===== src/rtl/mult_pkg.sv =====
// Shared definitions for the sequential shift-and-add multiplier:
// FSM state encoding, the last iteration index and the product width.
package mult_pkg;

    typedef enum logic [1:0] {
        IDLE = 2'b00,
        RUN  = 2'b01,
        DONE = 2'b10
    } state_t;

    localparam logic [2:0] ITER_LAST = 3'd7;
    localparam int         PROD_W    = 16;

endpackage


===== src/rtl/seq_multiplier_adder.sv =====
// Ripple-carry adder that carries every addition in the multiplier datapath.
// Each stage is a plain full adder, and the carry chain runs from bit 0 upward.
module adder #(
    parameter int WIDTH = 8
) (
    input  logic [WIDTH-1:0] a,
    input  logic [WIDTH-1:0] b,
    input  logic             cin,
    output logic [WIDTH-1:0] sum,
    output logic             cout
);

    logic [WIDTH:0] carry;

    assign carry[0] = cin;

    for (genvar i = 0; i < WIDTH; i++) begin : g_fa
        assign sum[i]       = a[i] ^ b[i] ^ carry[i];
        assign carry[i + 1] = (a[i] & b[i]) | (carry[i] & (a[i] ^ b[i]));
    end

    assign cout = carry[WIDTH];

endmodule


===== src/rtl/seq_multiplier.sv =====
// Unsigned 8x8 sequential multiplier (IDLE -> RUN x8 -> DONE) built on one adder.
// Defining OVF_FLAG_EN adds a registered ovf output that flags a non-zero upper product byte.
module seq_multiplier
    import mult_pkg::*;
#(
    parameter int WIDTH = 8
) (
    input  logic              clk,
    input  logic              reset_n,
    input  logic              start,
    input  logic [WIDTH-1:0]  multiplicand,
    input  logic [WIDTH-1:0]  multiplier,
    output logic              busy,
    output logic              done,
    output logic [PROD_W-1:0] product,
`ifdef OVF_FLAG_EN
    output logic              ovf,
`endif
    output logic [1:0]        dbg_state
);

    state_t           state, next_state;
    logic [WIDTH-1:0] m_reg, a_reg, q_reg;
    logic [2:0]       iter;
    logic             accept;
    logic             last_iter;

    logic [WIDTH-1:0] addend, sum;
    logic             cout;
    logic [WIDTH-1:0] shift_a, shift_q;

    adder #(.WIDTH(WIDTH)) u_adder (
        .a    (a_reg),
        .b    (addend),
        .cin  (1'b0),
        .sum  (sum),
        .cout (cout)
    );

    assign addend    = q_reg[0] ? m_reg : '0;
    // {cout,sum,Q} >> 1: the adder carry lands in A's MSB, sum LSB moves into Q.
    assign shift_a   = {cout, sum[WIDTH-1:1]};
    assign shift_q   = {sum[0], q_reg[WIDTH-1:1]};
    assign last_iter = (state == RUN) && (iter == ITER_LAST);
    assign dbg_state = state;

    always_comb begin
        next_state = state;
        busy       = 1'b0;
        done       = 1'b0;
        accept     = 1'b0;
        case (state)
            IDLE: begin
                accept = start;
                if (start) next_state = RUN;
            end
            RUN: begin
                busy = 1'b1;
                if (iter == ITER_LAST) next_state = DONE;
            end
            DONE: begin
                done       = 1'b1;
                accept     = start;
                next_state = start ? RUN : IDLE;
            end
            default: next_state = IDLE;
        endcase
    end

    always_ff @(posedge clk or negedge reset_n) begin
        if (!reset_n) state <= IDLE;
        else          state <= next_state;
    end

    always_ff @(posedge clk or negedge reset_n) begin
        if (!reset_n) begin
            m_reg <= '0;
            a_reg <= '0;
            q_reg <= '0;
            iter  <= '0;
        end else if (accept) begin
            m_reg <= multiplicand;
            q_reg <= multiplier;
            a_reg <= '0;
            iter  <= '0;
        end else if (state == RUN) begin
            a_reg <= shift_a;
            q_reg <= shift_q;
            iter  <= iter + 3'd1;
        end
    end

    // Product only moves on the final shift, so it holds through IDLE and the next RUN.
    always_ff @(posedge clk or negedge reset_n) begin
        if (!reset_n) begin
            product <= '0;
        end else if (last_iter) begin
            product <= {shift_a, shift_q};
        end
    end

`ifdef OVF_FLAG_EN
    always_ff @(posedge clk or negedge reset_n) begin
        if (!reset_n)       ovf <= 1'b0;
        else if (last_iter) ovf <= (shift_a != '0);
    end
`endif

endmodule


===== config.mk =====
export PLATFORM = sky130hd
export DESIGN_NAME = seq_multiplier
export DESIGN_NICKNAME = d
export VERILOG_FILES = /design/src/rtl/mult_pkg.sv /design/src/rtl/seq_multiplier_adder.sv /design/src/rtl/seq_multiplier.sv
export SDC_FILE = /design/constraint.sdc
export NUM_CORES = 1
export LEC_CHECK = 0
export ABC_CLOCK_PERIOD_IN_PS = 5800
export CAP_MARGIN = 30
export CORE_UTILIZATION = 39
export DETAILED_ROUTE_END_ITERATION = 6
export GPL_ROUTABILITY_DRIVEN = 0
export PLACE_DENSITY = 0.65
export SETUP_SLACK_MARGIN = 0.02
export SYNTH_ARGS = -nofsm -noshare
export SYNTH_HDL_FRONTEND = slang
export SYNTH_SLANG_ARGS = --single-unit

===== constraint.sdc =====
create_clock -name clk -period 5.8 [get_ports clk]
set_clock_uncertainty 0.1 [all_clocks]
set_input_delay 0.58 -clock clk [delete_from_list [all_inputs] [get_ports clk]]
set_output_delay 0.58 -clock clk [all_outputs]
set_load 0.02 [all_outputs]

# Yosys cells after proc, flatten, opt, wreduce, memory -nomap -nowiden
# Index checks and enable logic that the tools add are counted.
dict set report word_totals {
  output_inout_bits 20
  latchBits 0
  inputBits 19
  reg_bits 45
  ramBits 0
  word_cells 68
  mem_bits_ro 0
  mem_count 0
}
dict set report op_classes {
  bitwise 37
  reduce_logical 5
  mul 0
  div 0
  add_sub_neg 1
  n_eq_ne 5
  magnitude_cmp 0
  shifts 0
  mux 14
}
# cell n
set op_table {}
lappend op_table {{$mux W8} 5}
lappend op_table {{$and A1 B1 Y1} 15}
lappend op_table {{$xor A1 B1 Y1} 15}
lappend op_table {{$or A1 B1 Y1} 7}
lappend op_table {{$mux W3} 2}
lappend op_table {{$pmux W2 S3} 1}
lappend op_table {{$mux W1} 4}
lappend op_table {{$mux W2} 2}
lappend op_table {{$ne A2 B2 Y1 const B} 2}
lappend op_table {{$add A3 B1 Y3 const B} 1}
lappend op_table {{$eq A3 B3 Y1 const B} 1}
lappend op_table {{$eq A2 B1 Y1 const B} 1}
lappend op_table {{$eq A2 B2 Y1 const B} 1}
lappend op_table {{$logic_not A2 Y1} 1}
lappend op_table {{$reduce_and A2 Y1} 1}
lappend op_table {{$reduce_bool A2 Y1} 1}
lappend op_table {{$reduce_or A2 Y1} 1}
lappend op_table {{$logic_and A1 B1 Y1} 1}

# Longest topological paths before layout
# Gate-level depths: netlist of the first run.
dict set report logic_depth {
  depth_word 18
  ltp_mapped 13
  depth_no_buf 12
}

# By module
# Synthesis of the first run repeated with hierarchy kept, for this count alone.
dict set report unflattened {
  cells_unflattened 161
  area_unflattened_um2 2289.7
}
# mod area_each_um2 cells_each seq_area_each_um2 n_inst
set modules_own_cells {}
lappend modules_own_cells {seq_multiplier 2092.0 143 1126.1 1}
lappend modules_own_cells {adder 197.7 18 0.0 1}

# Least setup slack after synthesis of the first run
# Ideal clock, no wire load.
dict set report synth_path {
  kind {reg-to-reg}
  start {register q_reg[0]}
  end {register a_reg[6]}
  synth_period_minus_slack_ns 4.069
  setup_slack_ns 1.731
  path_buffers 1
  arrival_ns 3.848
  path_stages_with_launch 14
  setup_time_ns 0.121
  required_time_ns 5.579
  cell_sequence {dfrtp_1 > clkbuf_1 > and2_1 > ha_1 > inv_1 > fa_1 > fa_1 > fa_1 > fa_1 > fa_1 > fa_1 > fa_1 > o21ai_0 > a22o_1}
}
dict set report synth_between {
  elab_chain_cells 17
  word_cells_on_any_way 30
  cone_classes {3 x mux; 27 x bitwise}
}
# element line
set synth_lines {}
lappend synth_lines {{start, declared} seq_multiplier.sv:23} ;# logic [WIDTH-1:0] m_reg, a_reg, q_reg;
lappend synth_lines {{start signal, assigned} seq_multiplier.sv:83} ;# q_reg <= multiplier;
lappend synth_lines {{start signal, assigned} seq_multiplier.sv:88} ;# q_reg <= shift_q;
lappend synth_lines {{$mux W8 *} seq_multiplier.sv:40} ;# assign addend = q_reg[0] ? m_reg : '0;
lappend synth_lines {{$and A1 B1 Y1 or $xor A1 B1 Y1 (tied branches)} seq_multiplier_adder.sv:19} ;# assign carry[i + 1] = (a[i] & b[i]) | (carry[i] & (a[i] ^ b[i]));
lappend synth_lines {{$and A1 B1 Y1} seq_multiplier_adder.sv:19}
lappend synth_lines {{$or A1 B1 Y1} seq_multiplier_adder.sv:19}
lappend synth_lines {{$and A1 B1 Y1} seq_multiplier_adder.sv:19}
lappend synth_lines {{$or A1 B1 Y1} seq_multiplier_adder.sv:19}
lappend synth_lines {{$and A1 B1 Y1} seq_multiplier_adder.sv:19}
lappend synth_lines {{$or A1 B1 Y1} seq_multiplier_adder.sv:19}
lappend synth_lines {{$and A1 B1 Y1} seq_multiplier_adder.sv:19}
lappend synth_lines {{$or A1 B1 Y1} seq_multiplier_adder.sv:19}
lappend synth_lines {{$and A1 B1 Y1} seq_multiplier_adder.sv:19}
lappend synth_lines {{$or A1 B1 Y1} seq_multiplier_adder.sv:19}
lappend synth_lines {{$and A1 B1 Y1} seq_multiplier_adder.sv:19}
lappend synth_lines {{$or A1 B1 Y1} seq_multiplier_adder.sv:19}
lappend synth_lines {{$xor A1 B1 Y1 *} seq_multiplier_adder.sv:18} ;# assign sum[i] = a[i] ^ b[i] ^ carry[i];
lappend synth_lines {{$mux W8 *} seq_multiplier.sv:86} ;# end else if (state == RUN) begin
lappend synth_lines {{$mux W8 *} seq_multiplier.sv:81} ;# end else if (accept) begin
lappend synth_lines {{end signal, assigned} seq_multiplier.sv:87} ;# a_reg <= shift_a;
lappend synth_lines {{end, declared} seq_multiplier.sv:23}
# Every way passes the cells marked *; elsewhere a longest branch is shown, timed or not. The select of a mux whose other input is x is not followed.
# A chain may end at the register's enable or synchronous reset.

# Worst setup path in the final report of the first run
# Same ends and word-level chain as after synthesis.

==> parameters.txt, run 1 <==
Parameter                              Value

Worst setup path
  Type of origin of the critical path    flip-flop
  Data arrival time of the worst path    4.32 ns
  Crit path required time    5.88 ns
  Critical Path Sink Type    flip-flop
  Reg-to-reg slack, setup    1.56 ns
  Reg-to-reg endpoint    a_reg[6]
  Worst setup path category    reg2reg
  Register-to-Register Path Depth    12
  Startpoint of the most critical register-to-register path    q_reg[0]
  Crit Path Max Fanout    9

Synthesis
  Share of the yosys chip area belonging to registers    0.5251
  Cells after Synth    172
  Total standard cell area after synthesis    0.002145 sq mm
  Number of flip-flops and latches in the synthesized netlist    45
  Synth warnings    0
  Post-Synthesis Net Count    201
  Synth unique cells    25
  Per-instance average area after synthesis    12.47 sq um

STA
  Number of hold violations in the final report    0
  Highest attainable clock frequency    236.1 MHz
  Ratio of final minimum period to clock period    0.7303
  Final setup violation count    0
  Hold slack    0.09706 ns
  Number of slew-limit violations in the final report    0
  Min cycle time layout    4.236 ns
  Remaining max-slew budget at the tightest pin    0.3719
  Sum of negative setup slack    0 ns
  RSZ-0062 raised after global routing    no
  Transition at the pin with the smallest max-transition slack    0.9422 ns

Clock tree
  H-tree depth    2
  Total clock buffers created by CTS    5
  Number of buffers inserted for hold repair after clock tree synthesis    0
  Number of buffers on the longest clock path    2
  Post-CTS clock slew at the launch and capture registers of the worst setup and hold paths    0.08 ns
  CTS tree    yes
  Buffer count from post-CTS setup fixing    0
  Source-to-sink clock delay at the later pin of the worst-skew pair    0.30 ns
  Number of resized instances in the post-cts repair step    0
  Total number of clock tree sinks    45
  Root buf cell    sky130_fd_sc_hd__clkbuf_8

Final layout
  Share of layout cells above drive strength 1    0.1388
  Number of inserted diodes    0
  Number of flip-flops in the largest register    16
  Top library cells by usage in the layout, fill and taps aside    sky130_fd_sc_hd__dfrtp_1 (45), sky130_fd_sc_hd__clkdlybuf4s50_1 (37), sky130_fd_sc_hd__nand2_1 (17)
  Most common library cell in the layout ignoring fill and taps    sky130_fd_sc_hd__dfrtp_1
  Area overhead of the layout relative to synthesis    23.34%
  Top register by number of flip-flops    product
  Net count, final    237

Detailed routing
  Number of search-and-repair iterations in the first detailed-routing pass    4
  Final Routed Wirelength    3977 microns
  Number of violations reported at the end of detailed-routing iteration 0    68
  Count of nets left with antenna violations after detail routing    0
  Post-route DRC    0
  Overall via count from detail_route    1381
  Mean routed wirelength per cell    14.25 microns
  Vias per cell    4.950

Power
  Cell Pwr Density    559.9 mW/mm^2
  Clk pwr share    0.126
  Max IR drop VDD    0.2343 mV
  Combinational fraction of design power    0.470
  Total internal power    920.9 uW
  Net switching component of the power    560.0 uW
  Sequential Power Share    0.405
  Leakage component of the power    1.107 nW
  Switching part of the total power    0.3781

Global route
  Antenna violations before repair    0
  Maximum number of pins on one net before global-route repair    31
  Vias in the first global route    1445
  Total global routing overflow    0
  First-pass GRT wire length    7148 microns
  Global-route total usage across every layer    0.1561

Floorplanning
  Std-Cell Core Area    0.005205 sq mm
  Number of primary I/O pins    39
  Die Ht    76.16 microns
  Number of rows in the core area    26
  Floorplan die width    76.16 microns
  Initial core utilization    0.4120
  Area of the die    0.005800 sq mm

Flow run
  Max-Cap Viols    0

Placed design
  IO buf count    38
  HPWL after DPL    2770 microns

Min path
  Min-Delay Path Class    in2async

Status
  Result of the run    finished, final reports clean
[cell type report]
class / instances / area, sq um
fill: 486 / 2560
sequential: 45 / 1126
multi-input combinational: 107 / 915.9
timing repair buffer: 39 / 395.4
tap: 70 / 87.58
clock buffer: 6 / 72.57
inverter: 10 / 37.54
clock inverter: 2 / 10.01
[synthesized netlist by cell type]
cell	number	area [sq um]
sky130_fd_sc_hd__o2bb2ai_1	4	35.03
sky130_fd_sc_hd__nand2_1	17	63.81
sky130_fd_sc_hd__buf_6	2	22.52
sky130_fd_sc_hd__clkbuf_1	4	15.01
sky130_fd_sc_hd__o21bai_1	1	7.510
sky130_fd_sc_hd__buf_4	3	22.52
sky130_fd_sc_hd__and2_1	1	6.260
sky130_fd_sc_hd__nand3b_4	1	20.02
sky130_fd_sc_hd__nor2b_1	9	56.30
sky130_fd_sc_hd__a22o_1	8	70.07
sky130_fd_sc_hd__nand2b_4	1	13.76
sky130_fd_sc_hd__a211oi_1	7	52.55
sky130_fd_sc_hd__xnor2_1	1	8.760
sky130_fd_sc_hd__dfrtp_1	45	1126
sky130_fd_sc_hd__ha_1	3	37.54
sky130_fd_sc_hd__mux2_2	15	168.9
sky130_fd_sc_hd__inv_1	10	37.54
sky130_fd_sc_hd__o21ai_0	10	50.05
sky130_fd_sc_hd__buf_2	1	5.000
sky130_fd_sc_hd__nor2_1	2	7.510
sky130_fd_sc_hd__a21o_1	1	7.510
sky130_fd_sc_hd__mux2_4	3	45.04
sky130_fd_sc_hd__a21oi_1	7	35.03
sky130_fd_sc_hd__mux2i_1	9	90.09
sky130_fd_sc_hd__fa_1	7	140.1
[metrics by stage]
step | util | total power, mW | setup WS (ns) | instances | area [sq um]
after global placement | 0.4885 | 1.284 | 1.718 | 270 | 2542
after global routing | 0.5082 | 1.612 | 1.390 | 279 | 2645
after CTS | 0.5082 | 1.501 | 1.596 | 279 | 2645
after floorplan | - | 1.058 | 1.731 | 172 | 2145
after detailed placement | 0.4923 | 1.312 | 1.654 | 271 | 2562
final | 0.5082 | 1.481 | 1.564 | 279 | 2645
[metal layers]
layer  global-route usage  wire [microns]  up-vias
met3              0.04192             160        6
met4              0.05192              59        0
met1               0.2128            1967      676
met5                    0               0        -
li1                     -               -      666
met2               0.2418            1788       33
[worst max path at each step]
| stage | from | endpoint | cells after the start |
|---|---|---|---|
| after floorplan | q_reg[0] | a_reg[6] | 13 |
| after global placement | q_reg[0] | a_reg[6] | 12 |
| after detailed placement | q_reg[0] | a_reg[6] | 12 |
| after CTS | q_reg[0] | a_reg[6] | 12 |
| after global routing | q_reg[0] | a_reg[6] | 12 |
| final | q_reg[0] | a_reg[6] | 12 |
[worst max-delay path, cell delays in order (launching register included)]
cell and delay [ns]:
sky130_fd_sc_hd__dfrtp_1 0.47, sky130_fd_sc_hd__and2_1 0.16, sky130_fd_sc_hd__ha_1 0.14, sky130_fd_sc_hd__inv_1 0.05, sky130_fd_sc_hd__fa_1 0.39, sky130_fd_sc_hd__fa_1 0.41, sky130_fd_sc_hd__fa_1 0.41, sky130_fd_sc_hd__fa_1 0.41
sky130_fd_sc_hd__fa_1 0.39, sky130_fd_sc_hd__fa_1 0.39, sky130_fd_sc_hd__fa_1 0.51, sky130_fd_sc_hd__o21ai_0 0.09, sky130_fd_sc_hd__a22o_1 0.21
[kinds of logic after synthesis]
| group | Yosys count | synth area share |
|---|---|---|
| flops | 45 | 0.5251 |
| compound gates | 38 | 0.1202 |
| simple gates | 31 | 0.07818 |
| mux | 27 | 0.1418 |
| buf+inv | 20 | 0.04784 |
| fa+ha+maj | 10 | 0.08285 |
| xor+xnor | 1 | 0.004085 |
[power by group through the flow]
stage               Combinational, mW  Clock (mW)  Sequential [mW]
floorplan                       0.445           0            0.613
global placement                0.683           0            0.601
detailed placement              0.707           0            0.604
CTS                             0.706       0.195            0.599
global route                    0.776       0.209            0.627
finish                          0.695       0.186            0.599
Note: power is estimated with default switching activity, not from simulation.
==> run 2, diff against run 1 <==
Settings changed: ABC_CLOCK_PERIOD_IN_PS 5800 to 3480, PLACE_DENSITY 0.65 to 0.68.
Clock period 5.8 ns to 3.48 ns, I/O delays scaled along.
==> parameters.txt, run 2 (synthesized netlist as in run 1, its figures left out) <==
Parameter                              Value

Global route
  Global-route total usage across every layer    0.1608
  Vias in the first global route    1432
  Total global routing overflow    0
  Antenna violations before repair    0
  Maximum number of pins on one net before global-route repair    28
  First-pass GRT wire length    7176 microns

Worst setup path
  Register-to-Register Path Depth    12
  Crit Path Max Fanout    2
  Buf+Inv Stages, Crit Path    1
  Critical Path Stages    12
  Data arrival time of the worst path    3.90 ns
  Maximum cell stage delay along the critical path    0.54 ns
  Reg-to-reg slack, setup    -0.34 ns
  Source of the critical timing path    m_reg[0]
  Type of origin of the critical path    flip-flop
  Critical Path Sink Type    flip-flop
  Cells traversed along the worst timing path    and2_4 -> ha_4 -> inv_2 -> fa_2 -> fa_2 -> fa_2 -> fa_2 -> fa_2 -> fa_2 -> fa_2 -> o21ai_1 -> a22o_1
  Crit path max-delay family    adder cells
  Startpoint of the most critical register-to-register path    m_reg[0]
  Most used cell along the critical path    sky130_fd_sc_hd__fa_2
  Worst setup path category    reg2reg
  Crit path required time    3.57 ns
  Library cell contributing the largest single delay on the critical path    sky130_fd_sc_hd__fa_2
  Reg-to-reg endpoint    a_reg[6]

Final layout
  Utilization after layout    0.5300
  Top register by number of flip-flops    product
  Number of inserted diodes    0
  Area overhead of the layout relative to synthesis    28.65%
  Fill count    474
  Final Instance Area    0.002759 sq mm
  Net count, final    246
  Most common library cell in the layout ignoring fill and taps    sky130_fd_sc_hd__dfrtp_1
  Top library cells by usage in the layout, fill and taps aside    sky130_fd_sc_hd__dfrtp_1 (45), sky130_fd_sc_hd__clkdlybuf4s50_1 (37), sky130_fd_sc_hd__nand2_1 (17)
  Share of layout cells above drive strength 1    0.2166
  Number of flip-flops in the largest register    16

Power
  Net switching component of the power    985.3 uW
  Leakage component of the power    1.154 nW
  Clk pwr share    0.122
  Combinational fraction of design power    0.507
  Switching part of the total power    0.3709
  Max IR drop VDD    0.4122 mV
  Cell Pwr Density    962.9 mW/mm^2
  Total power draw    2.656 mW
  Total internal power    1.671 mW
  Sequential Power Share    0.370

Flow run
  Max-Cap Viols    0

Floorplanning
  Area of the die    0.005800 sq mm
  Number of rows in the core area    26
  Die Ht    76.16 microns
  Floorplan die width    76.16 microns
  Number of primary I/O pins    39
  Std-Cell Core Area    0.005205 sq mm
  Initial core utilization    0.4120

Placed design
  IO buf count    38
  Pre-CTS WS    -0.3397 ns
  Placed cell area    0.002623 sq mm
  HPWL after DPL    2994 microns

STA
  Ratio of final minimum period to clock period    1.097
  Hold slack    0.3843 ns
  Highest attainable clock frequency    262.0 MHz
  Number of slew-limit violations in the final report    0
  RSZ-0062 raised after global routing    yes
  Remaining max-slew budget at the tightest pin    0.3743
  Final worst setup slack    -0.3367 ns
  Min cycle time layout    3.817 ns
  Number of hold violations in the final report    0
  Transition at the pin with the smallest max-transition slack    0.9386 ns
  Final setup violation count    4

Clock tree
  CTS tree    yes
  Total clock buffers created by CTS    5
  H-tree depth    2
  Post-CTS clock slew at the launch and capture registers of the worst setup and hold paths    0.08 ns
  Total number of clock tree sinks    45
  Root buf cell    sky130_fd_sc_hd__clkbuf_8
  Number of buffers on the longest clock path    2
  Source-to-sink clock delay at the later pin of the worst-skew pair    0.29 ns

Status
  Result of the run    complete, but fails checks
  Violations in the final reports    negative setup slack

Min path
  Cell count of the worst hold path    2
  End of the worst hold path    product[9]
  Min-Delay Path Class    reg2reg
  Hold Path Origin    product[9]

Detailed routing
  Overall via count from detail_route    1404
  Count of nets left with antenna violations after detail routing    0
  Mean routed wirelength per cell    14.65 microns
  Final Routed Wirelength    4205 microns
  Post-route DRC    0
  Number of search-and-repair iterations in the first detailed-routing pass    4
  Number of violations reported at the end of detailed-routing iteration 0    71
  Vias per cell    4.892
run 2: final cells by class:
cell class / count / area, sq um / share of cell area
well taps: 70 / 87.58 / 0.03175
repair buffers: 48 / 469.2 / 0.1701
inverters: 10 / 37.54 / 0.01361
multi-input cells: 107 / 952.2 / 0.3451
clock buffers: 7 / 86.33 / 0.03129
flip-flops and latches: 45 / 1126 / 0.4082
run 2: worst max-delay path by stage:
stage          endpoint
2_1_floorplan  a_reg[6]
3_3_place_gp   a_reg[6]
3_5_place_dp   a_reg[6]
4_1_cts        a_reg[6]
5_1_grt        a_reg[6]
6_report       a_reg[6]
run 2: metrics by stage:
stage | TNS (ns) | std cells
6_report | -0.8300 | 287
3_3_place_gp | -0.3632 | 276
2_1_floorplan | -0.4355 | 172
4_1_cts | -0.8234 | 286
3_5_place_dp | -0.8959 | 277
5_1_grt | -1.294 | 287
run 2: power by group through the flow:
stage | registers (mW) | clock network [mW] | logic, mW
after floorplan | 1.02 | 0 | 0.774
after global placement | 0.984 | 0 | 1.22
after detailed placement | 0.990 | 0 | 1.28
after CTS | 0.981 | 0.336 | 1.31
after global routing | 1.03 | 0.359 | 1.48
final | 0.984 | 0.325 | 1.35
run 2: timing repair:
item | CTS | global route
hold buffers | 1 | 0
hold endpoints to repair | 19 | 0
buffers inserted | 1 | 1
setup endpoints to repair | 5 | 6
gates resized for setup | 0 | 10
pin swaps | 1 | 2
run 2: tightest hold or removal path, cell delays in order (launching register included):
cell and delay [ns]:
sky130_fd_sc_hd__dfrtp_1 0.35, sky130_fd_sc_hd__nand2_1 0.04, sky130_fd_sc_hd__o21ai_0 0.06
run 2: per-layer routing:
| layer | vias up | track usage | wire (microns) |
|---|---|---|---|
| met3 | 9 | 0.04910 | 169 |
| li1 | 684 | - | - |
| met1 | 682 | 0.2152 | 2015 |
| met5 | - | 0 | 0 |
| met4 | 0 | 0.06538 | 91 |
| met2 | 29 | 0.2436 | 1928 |
